===== config.mk =====
export PLATFORM = sky130hd
export DESIGN_NAME = multiplier_scheduler_flat
export DESIGN_NICKNAME = d
export VERILOG_FILES = /design/src/rtl/multiplier_scheduler_if.sv /design/src/rtl/multiplier_scheduler.sv /design/src/flat_wrapper.sv
export SDC_FILE = /design/constraint.sdc
export NUM_CORES = 1
export LEC_CHECK = 0
export BUFFER_PORTS_ARGS = -buffer_cell sky130_fd_sc_hd__buf_2
export CORE_UTILIZATION = 50
export CTS_CLUSTER_DIAMETER = 150
export DETAILED_ROUTE_END_ITERATION = 12
export PLACE_DENSITY_LB_ADDON = 0.05
export SLEW_MARGIN = 20
export SYNTH_ARGS = -nofsm -noshare
export SYNTH_HDL_FRONTEND = slang
export SYNTH_SLANG_ARGS = --single-unit

===== constraint.sdc =====
create_clock -name clock -period 2.6 [get_ports clock]
set_input_delay 0.52 -clock clock [delete_from_list [all_inputs] [get_ports clock]]
set_output_delay 0.52 -clock clock [all_outputs]
set_load 0.01 [all_outputs]

===== src/rtl/multiplier_scheduler_if.sv =====
// rtl/multiplier_scheduler_if.sv - requester handshake and shared-multiplier bus
// Purpose: bundles the two requester handshakes, the result bus and the
//   operand/product path to the shared 4x4 multiplier.
// Modports:
//   slave      - scheduler side: takes requests/operands/acks and mult_p,
//                drives grants, valids, product, busy and mult_a/mult_b.
//   master     - requester side, mirror of slave (multiplier path excluded).
//   multiplier - the shared combinational multiplier.
interface multiplier_scheduler_if;
  logic       request_1;
  logic       request_2;
  logic [3:0] a_1;
  logic [3:0] b_1;
  logic [3:0] a_2;
  logic [3:0] b_2;
  logic       acknowledge_1;
  logic       acknowledge_2;
  logic       grant_1;
  logic       grant_2;
  logic       valid_1;
  logic       valid_2;
  logic [7:0] product;
  logic       busy;
  logic [3:0] mult_a;
  logic [3:0] mult_b;
  logic [7:0] mult_p;

  modport slave (
    input  request_1, request_2, a_1, b_1, a_2, b_2,
    input  acknowledge_1, acknowledge_2, mult_p,
    output grant_1, grant_2, valid_1, valid_2, product, busy,
    output mult_a, mult_b
  );

  modport master (
    output request_1, request_2, a_1, b_1, a_2, b_2,
    output acknowledge_1, acknowledge_2,
    input  grant_1, grant_2, valid_1, valid_2, product, busy
  );

  modport multiplier (
    input  mult_a, mult_b,
    output mult_p
  );
endinterface


===== src/rtl/multiplier_scheduler.sv =====
// rtl/multiplier_scheduler.sv - round-robin scheduler sharing one 4x4 multiplier between two requesters
// Purpose: grants one requester at a time, holds its operands on the shared
//   multiplier for SETTLE_CYCLES clocks, captures the product and holds it
//   with the owner's valid flag until the owner acknowledges.
// Ports:
//   clock - system clock, rising edge
//   reset - synchronous, active-high
//   bus   - multiplier_scheduler_if.slave (requests, operands, acks,
//           grants, valids, product, busy, mult_a/mult_b out, mult_p in)
// Parameter:
//   SETTLE_CYCLES - clocks the operands are held before sampling mult_p (1..15)
module multiplier_scheduler #(
  parameter int unsigned SETTLE_CYCLES = 1
) (
  input  logic                   clock,
  input  logic                   reset,
  multiplier_scheduler_if.slave  bus
);

  typedef enum logic [1:0] {
    IDLE    = 2'd0,
    SETTLE  = 2'd1,
    DELIVER = 2'd2
  } state_t;

  localparam logic [3:0] SETTLE_LOAD = 4'(SETTLE_CYCLES);

  state_t     state_q, state_d;
  logic       owner_q, owner_d;     // 0: requester 1, 1: requester 2
  logic       prio_q, prio_d;       // requester favoured on a tie, same encoding
  logic [3:0] count_q, count_d;
  logic       grant_1_q, grant_1_d;
  logic       grant_2_q, grant_2_d;
  logic       valid_1_q, valid_1_d;
  logic       valid_2_q, valid_2_d;
  logic [7:0] product_q, product_d;
  logic [3:0] mult_a_q, mult_a_d;
  logic [3:0] mult_b_q, mult_b_d;

  logic       win_2;
  logic       ack_owner;

  always_comb begin
    state_d   = state_q;
    owner_d   = owner_q;
    prio_d    = prio_q;
    count_d   = count_q;
    grant_1_d = 1'b0;
    grant_2_d = 1'b0;
    valid_1_d = valid_1_q;
    valid_2_d = valid_2_q;
    product_d = product_q;
    mult_a_d  = mult_a_q;
    mult_b_d  = mult_b_q;

    // Requester 2 wins when it is alone, or when both ask and it holds priority.
    win_2     = bus.request_2 & (~bus.request_1 | prio_q);
    // Only the owner's acknowledge can release the result.
    ack_owner = owner_q ? bus.acknowledge_2 : bus.acknowledge_1;

    case (state_q)
      IDLE: begin
        if (bus.request_1 || bus.request_2) begin
          owner_d   = win_2;
          grant_1_d = ~win_2;
          grant_2_d = win_2;
          mult_a_d  = win_2 ? bus.a_2 : bus.a_1;
          mult_b_d  = win_2 ? bus.b_2 : bus.b_1;
          count_d   = SETTLE_LOAD;
          state_d   = SETTLE;
        end
      end
      SETTLE: begin
        count_d = count_q - 4'd1;
        if (count_q == 4'd1) begin
          product_d = bus.mult_p;
          valid_1_d = ~owner_q;
          valid_2_d = owner_q;
          state_d   = DELIVER;
        end
      end
      DELIVER: begin
        if (ack_owner) begin
          valid_1_d = 1'b0;
          valid_2_d = 1'b0;
          prio_d    = ~owner_q;   // last served drops to lowest priority
          state_d   = IDLE;
        end
      end
      default: begin
        state_d = IDLE;
      end
    endcase
  end

  always_ff @(posedge clock) begin
    if (reset) begin
      state_q   <= IDLE;
      owner_q   <= 1'b0;
      prio_q    <= 1'b0;
      count_q   <= 4'd0;
      grant_1_q <= 1'b0;
      grant_2_q <= 1'b0;
      valid_1_q <= 1'b0;
      valid_2_q <= 1'b0;
      product_q <= 8'h00;
      mult_a_q  <= 4'h0;
      mult_b_q  <= 4'h0;
    end else begin
      state_q   <= state_d;
      owner_q   <= owner_d;
      prio_q    <= prio_d;
      count_q   <= count_d;
      grant_1_q <= grant_1_d;
      grant_2_q <= grant_2_d;
      valid_1_q <= valid_1_d;
      valid_2_q <= valid_2_d;
      product_q <= product_d;
      mult_a_q  <= mult_a_d;
      mult_b_q  <= mult_b_d;
    end
  end

  assign bus.grant_1 = grant_1_q;
  assign bus.grant_2 = grant_2_q;
  assign bus.valid_1 = valid_1_q;
  assign bus.valid_2 = valid_2_q;
  assign bus.product = product_q;
  assign bus.busy    = (state_q != IDLE);
  assign bus.mult_a  = mult_a_q;
  assign bus.mult_b  = mult_b_q;

endmodule

===== src/flat_wrapper.sv =====
// flat-port wrapper written by rule: the top's interface ports become plain ports
module multiplier_scheduler_flat 
#(
  parameter int unsigned SETTLE_CYCLES = 1
)
  (clock, reset, bus_request_1, bus_request_2, bus_a_1, bus_b_1, bus_a_2, bus_b_2, bus_acknowledge_1, bus_acknowledge_2, bus_mult_p, bus_grant_1, bus_grant_2, bus_valid_1, bus_valid_2, bus_product, bus_busy, bus_mult_a, bus_mult_b);
  multiplier_scheduler_if bus_i ();
  input  logic clock;
  input  logic reset;
  input wire logic [$bits(bus_i.request_1)-1:0] bus_request_1;
  input wire logic [$bits(bus_i.request_2)-1:0] bus_request_2;
  input wire logic [$bits(bus_i.a_1)-1:0] bus_a_1;
  input wire logic [$bits(bus_i.b_1)-1:0] bus_b_1;
  input wire logic [$bits(bus_i.a_2)-1:0] bus_a_2;
  input wire logic [$bits(bus_i.b_2)-1:0] bus_b_2;
  input wire logic [$bits(bus_i.acknowledge_1)-1:0] bus_acknowledge_1;
  input wire logic [$bits(bus_i.acknowledge_2)-1:0] bus_acknowledge_2;
  input wire logic [$bits(bus_i.mult_p)-1:0] bus_mult_p;
  output wire logic [$bits(bus_i.grant_1)-1:0] bus_grant_1;
  output wire logic [$bits(bus_i.grant_2)-1:0] bus_grant_2;
  output wire logic [$bits(bus_i.valid_1)-1:0] bus_valid_1;
  output wire logic [$bits(bus_i.valid_2)-1:0] bus_valid_2;
  output wire logic [$bits(bus_i.product)-1:0] bus_product;
  output wire logic [$bits(bus_i.busy)-1:0] bus_busy;
  output wire logic [$bits(bus_i.mult_a)-1:0] bus_mult_a;
  output wire logic [$bits(bus_i.mult_b)-1:0] bus_mult_b;
  assign bus_i.request_1 = bus_request_1;
  assign bus_i.request_2 = bus_request_2;
  assign bus_i.a_1 = bus_a_1;
  assign bus_i.b_1 = bus_b_1;
  assign bus_i.a_2 = bus_a_2;
  assign bus_i.b_2 = bus_b_2;
  assign bus_i.acknowledge_1 = bus_acknowledge_1;
  assign bus_i.acknowledge_2 = bus_acknowledge_2;
  assign bus_i.mult_p = bus_mult_p;
  assign bus_grant_1 = bus_i.grant_1;
  assign bus_grant_2 = bus_i.grant_2;
  assign bus_valid_1 = bus_i.valid_1;
  assign bus_valid_2 = bus_i.valid_2;
  assign bus_product = bus_i.product;
  assign bus_busy = bus_i.busy;
  assign bus_mult_a = bus_i.mult_a;
  assign bus_mult_b = bus_i.mult_b;
  multiplier_scheduler #(.SETTLE_CYCLES(SETTLE_CYCLES)) u_core (.clock(clock), .reset(reset), .bus(bus_i));
endmodule

==> results.json <==
{
  "run_status": "completed",
  "fin_worst_setup_slack_ns": 0.8479,
  "portBuffers": 50,
  "gp_congestion": 0.7041,
  "clock-root-buffer": "clkbuf_4",
  "drv_cap": 0,
  "grt_first_pass_wirelength_um": 4181,
  "first_global_vias": 1050,
  "synth_top_area_share_pct": 44.67,
  "total_standard_cell_area_after_synthesis_mm2": 0.001255,
  "critical_path_start_end_classification": "flop to output port",
  "critical-path-max-stage-delay_ns": 0.38,
  "worst_ir_drop_vdd_uv": 539.0,
  "achievable-frequency_mhz": 570.7,
  "hold_buffers": 0,
  "pin_slew_with_the_least_headroom_to_its_limit_ns": 0.5603,
  "worstPathMaxFanout": 4,
  "timing.final.hold_violations": 0,
  "die_outline_height_um": 52.10,
  "ys_top_cells_by_area": "dfxtp_1, mux2i_1, nor2_1, ha_1, a211oi_1",
  "grt_usage_pct": 20.91,
  "placeableCoreArea_mm2": 0.002297,
  "path_common_cell": "inv_1",
  "dominant_combinational_cell_family_by_area_after_synthesis": "simple AND/OR/NAND/NOR gates",
  "antenna_cells": 0,
  "timing.critical_path.max_delay_family": "flip-flops",
  "dp_worst_setup_slack_ns": 0.9093,
  "post_synth_inst_count": 133,
  "synth_top_cell_by_area": "dfxtp_1",
  "cts_post_setup_buffers_inserted": 0,
  "report.final.setup_viol": 0,
  "largest_net_degree_at_the_start_of_global_routing": 28,
  "p_leak_nw": 0.7505,
  "first_iter_violations": 9,
  "resized_cells_post_cts": 0,
  "synth_top_flop_cell": "dfxtp_1",
  "wirelength_um": 2518,
  "synth_sequential_area_ratio_pct": 44.67,
  "cts.path.max_buffers": 2,
  "synth-simple-area-share_pct": 17.05,
  "synth_top_cells_by_count": "dfxtp_1, nor2_1, mux2i_1",
  "crit_path_cell_trace": "inv_1 > ha_1 > inv_1 > buf_2",
  "post_synth_xor_area_fraction_pct": 1.396,
  "number_of_pins_exceeding_their_max_slew_limit_in_the_final_report": 0,
  "start_kind": "flop",
  "drive_gt1_share_pct": 33.70,
  "detailedPlacementHpwl_um": 1950,
  "async_flop_share_pct": 0,
  "initial_antenna_violation_count": 0,
  "initial_utilization_pct": 54.63,
  "cts_sinks": 28,
  "count_of_flip_flops_with_a_built_in_enable_after_synthesis": 0,
  "final_antenna_net_count": 0,
  "synth-seq-cells": 28,
  "endpoint_type_of_the_worst_setup_path": "output port",
  "net_count_after_synthesis": 168,
  "timing.critical_path.arrival_ns": 1.23,
  "drc": 0,
  "num_rows": 17,
  "worst-path-buf-inv": 3,
  "synth_warnings": 0,
  "finalClockSkew_ns": 0.002078,
  "slowest_stage": "dfxtp_1",
  "avgSynthCellArea_um2": 9.436,
  "share_of_cell_area_taken_by_muxes_after_synthesis_pct": 14.36,
  "cts-buffers-inserted": 3,
  "routed_wire_length_per_instance_um": 11.88,
  "number_of_placed_cells_counting_well_taps": 209,
  "critPathRequiredTime_ns": 2.08,
  "tritoncts_clock_tree": "done",
  "yosys.cell_types.count": 26,
  "synth_adder_area_share_pct": 4.985,
  "final.period_utilization_pct": 67.39,
  "fin_crit_ns": 1.752,
  "design.portCount": 51,
  "synth_compound_gate_area_share_pct": 13.76,
  "postLayoutCoreUtil_pct": 68.08,
  "avgViaCountPerCell": 5.123,
  "routed_vias": 1086,
  "syn2layout_area_growth_pct": 24.63,
  "design.final.nets": 221,
  "clkTransAtPathRegs_ns": 0.14,
  "max-slew-margin-rel_pct": 62.25,
  "first_pass_iters": 4,
  "power_per_cell_area_mw_per_mm2": 962.6,
  "stdcell_count": 212,
  "total_power_w": 0.001505,
  "final.setup.tns_ns": 0,
  "hold_path.class": "input port to flop",
  "overflow": 0,
  "number_of_levels_in_the_clock_h_tree": 1,
  "rsz0062_at_grt": "no",
  "die_area_mm2": 0.002714,
  "die_width_um": 52.10,
  "yosysMostFrequentCell": "dfxtp_1",
  "clock_insertion_delay_worst_skew_ns": 0.31,
  "nFillCells": 196
}
## logic make-up after synthesis
family / count (synthesis)
AO/OA/AOI/OAI: 25
multiplexers: 18
buffers and inverters: 12
flip-flops: 28
adder cells (fa/ha/maj): 5
AND/OR/NAND/NOR: 43
XOR/XNOR: 2
## path summary, 6_finish.rpt
kind                                            start  cells after the start               endpoint  slack (ns)
worst min-delay path                    bus_mult_p[0]                      3  u_core.bus.product[0]        0.43
worst max-delay path                u_core.state_q[0]                      4               bus_busy        0.85
worst min register to register  u_core.bus.product[3]                      2  u_core.bus.product[3]        0.50
worst max register to register      u_core.count_q[0]                      5      u_core.state_q[1]        0.89
## placed cells by master, fill, tap and decap left out, types with 2 or more instances in the layout
master,count
a211oi_1,8
a21bo_2,2
a21oi_1,7
buf_2,50
buf_4,3
clkbuf_4,3
dfxtp_1,28
ha_1,5
inv_1,7
mux2i_1,18
nand2_1,5
nor2_1,25
nor3_1,2
nor3b_1,3
o21ai_0,3
or3_1,3
xnor2_1,2
## per-stage QoR
step / instance area [um^2] / hold slack [ns]
floorplan: 1255 / 0.4586
global route: 1564 / 0.4162
CTS: 1564 / 0.4160
global placement: 1541 / 0.4671
detailed placement: 1541 / 0.4785
finish: 1564 / 0.4283
## routing by layer
metal | wire (um) | part of all wire [%] | up-vias | track usage, %
li1 | - | - | 564 | -
met1 | 1090 | 43 | 498 | 22.62
met2 | 1334 | 53 | 22 | 39.32
met3 | 75 | 3.0 | 2 | 2.632
met4 | 17 | 0.68 | 0 | 9.910
met5 | 0 | 0 | - | 0
## power by group
group	leakage [nW]	switching (W)	total, W	internal [W]
Sequential	0.230	0.0000710	0.000617	0.000546
Clock	0.0138	0.000115	0.000169	0.0000542
Combinational	0.507	0.000386	0.000719	0.000333
## worst reg2reg max path, stage by stage (launching register included)
cell,delay [ns]
dfxtp_1,0.41
ha_1,0.16
or3b_4,0.41
a221oi_2,0.33
mux2i_1,0.22
nor2_1,0.05
## area by class of cell
type | count | area (um^2) | share of cell area, %
Multi-Input combinational cell | 93 | 646.9 | 41.36
Sequential cell | 28 | 560.5 | 35.84
Timing Repair Buffer | 53 | 272.8 | 17.44
Tap cell | 28 | 35.03 | 2.240
Inverter | 7 | 26.28 | 1.680
Clock buffer | 3 | 22.52 | 1.440
## state kept, by name (all words and copies together), names as in the netlist, 2 cells and up
name and cells:
u_core.bus.mult_a 4, u_core.bus.mult_b 4, u_core.bus.product 8, u_core.count_q 4
u_core.state_q 2
(Power assumes the default switching activity.)
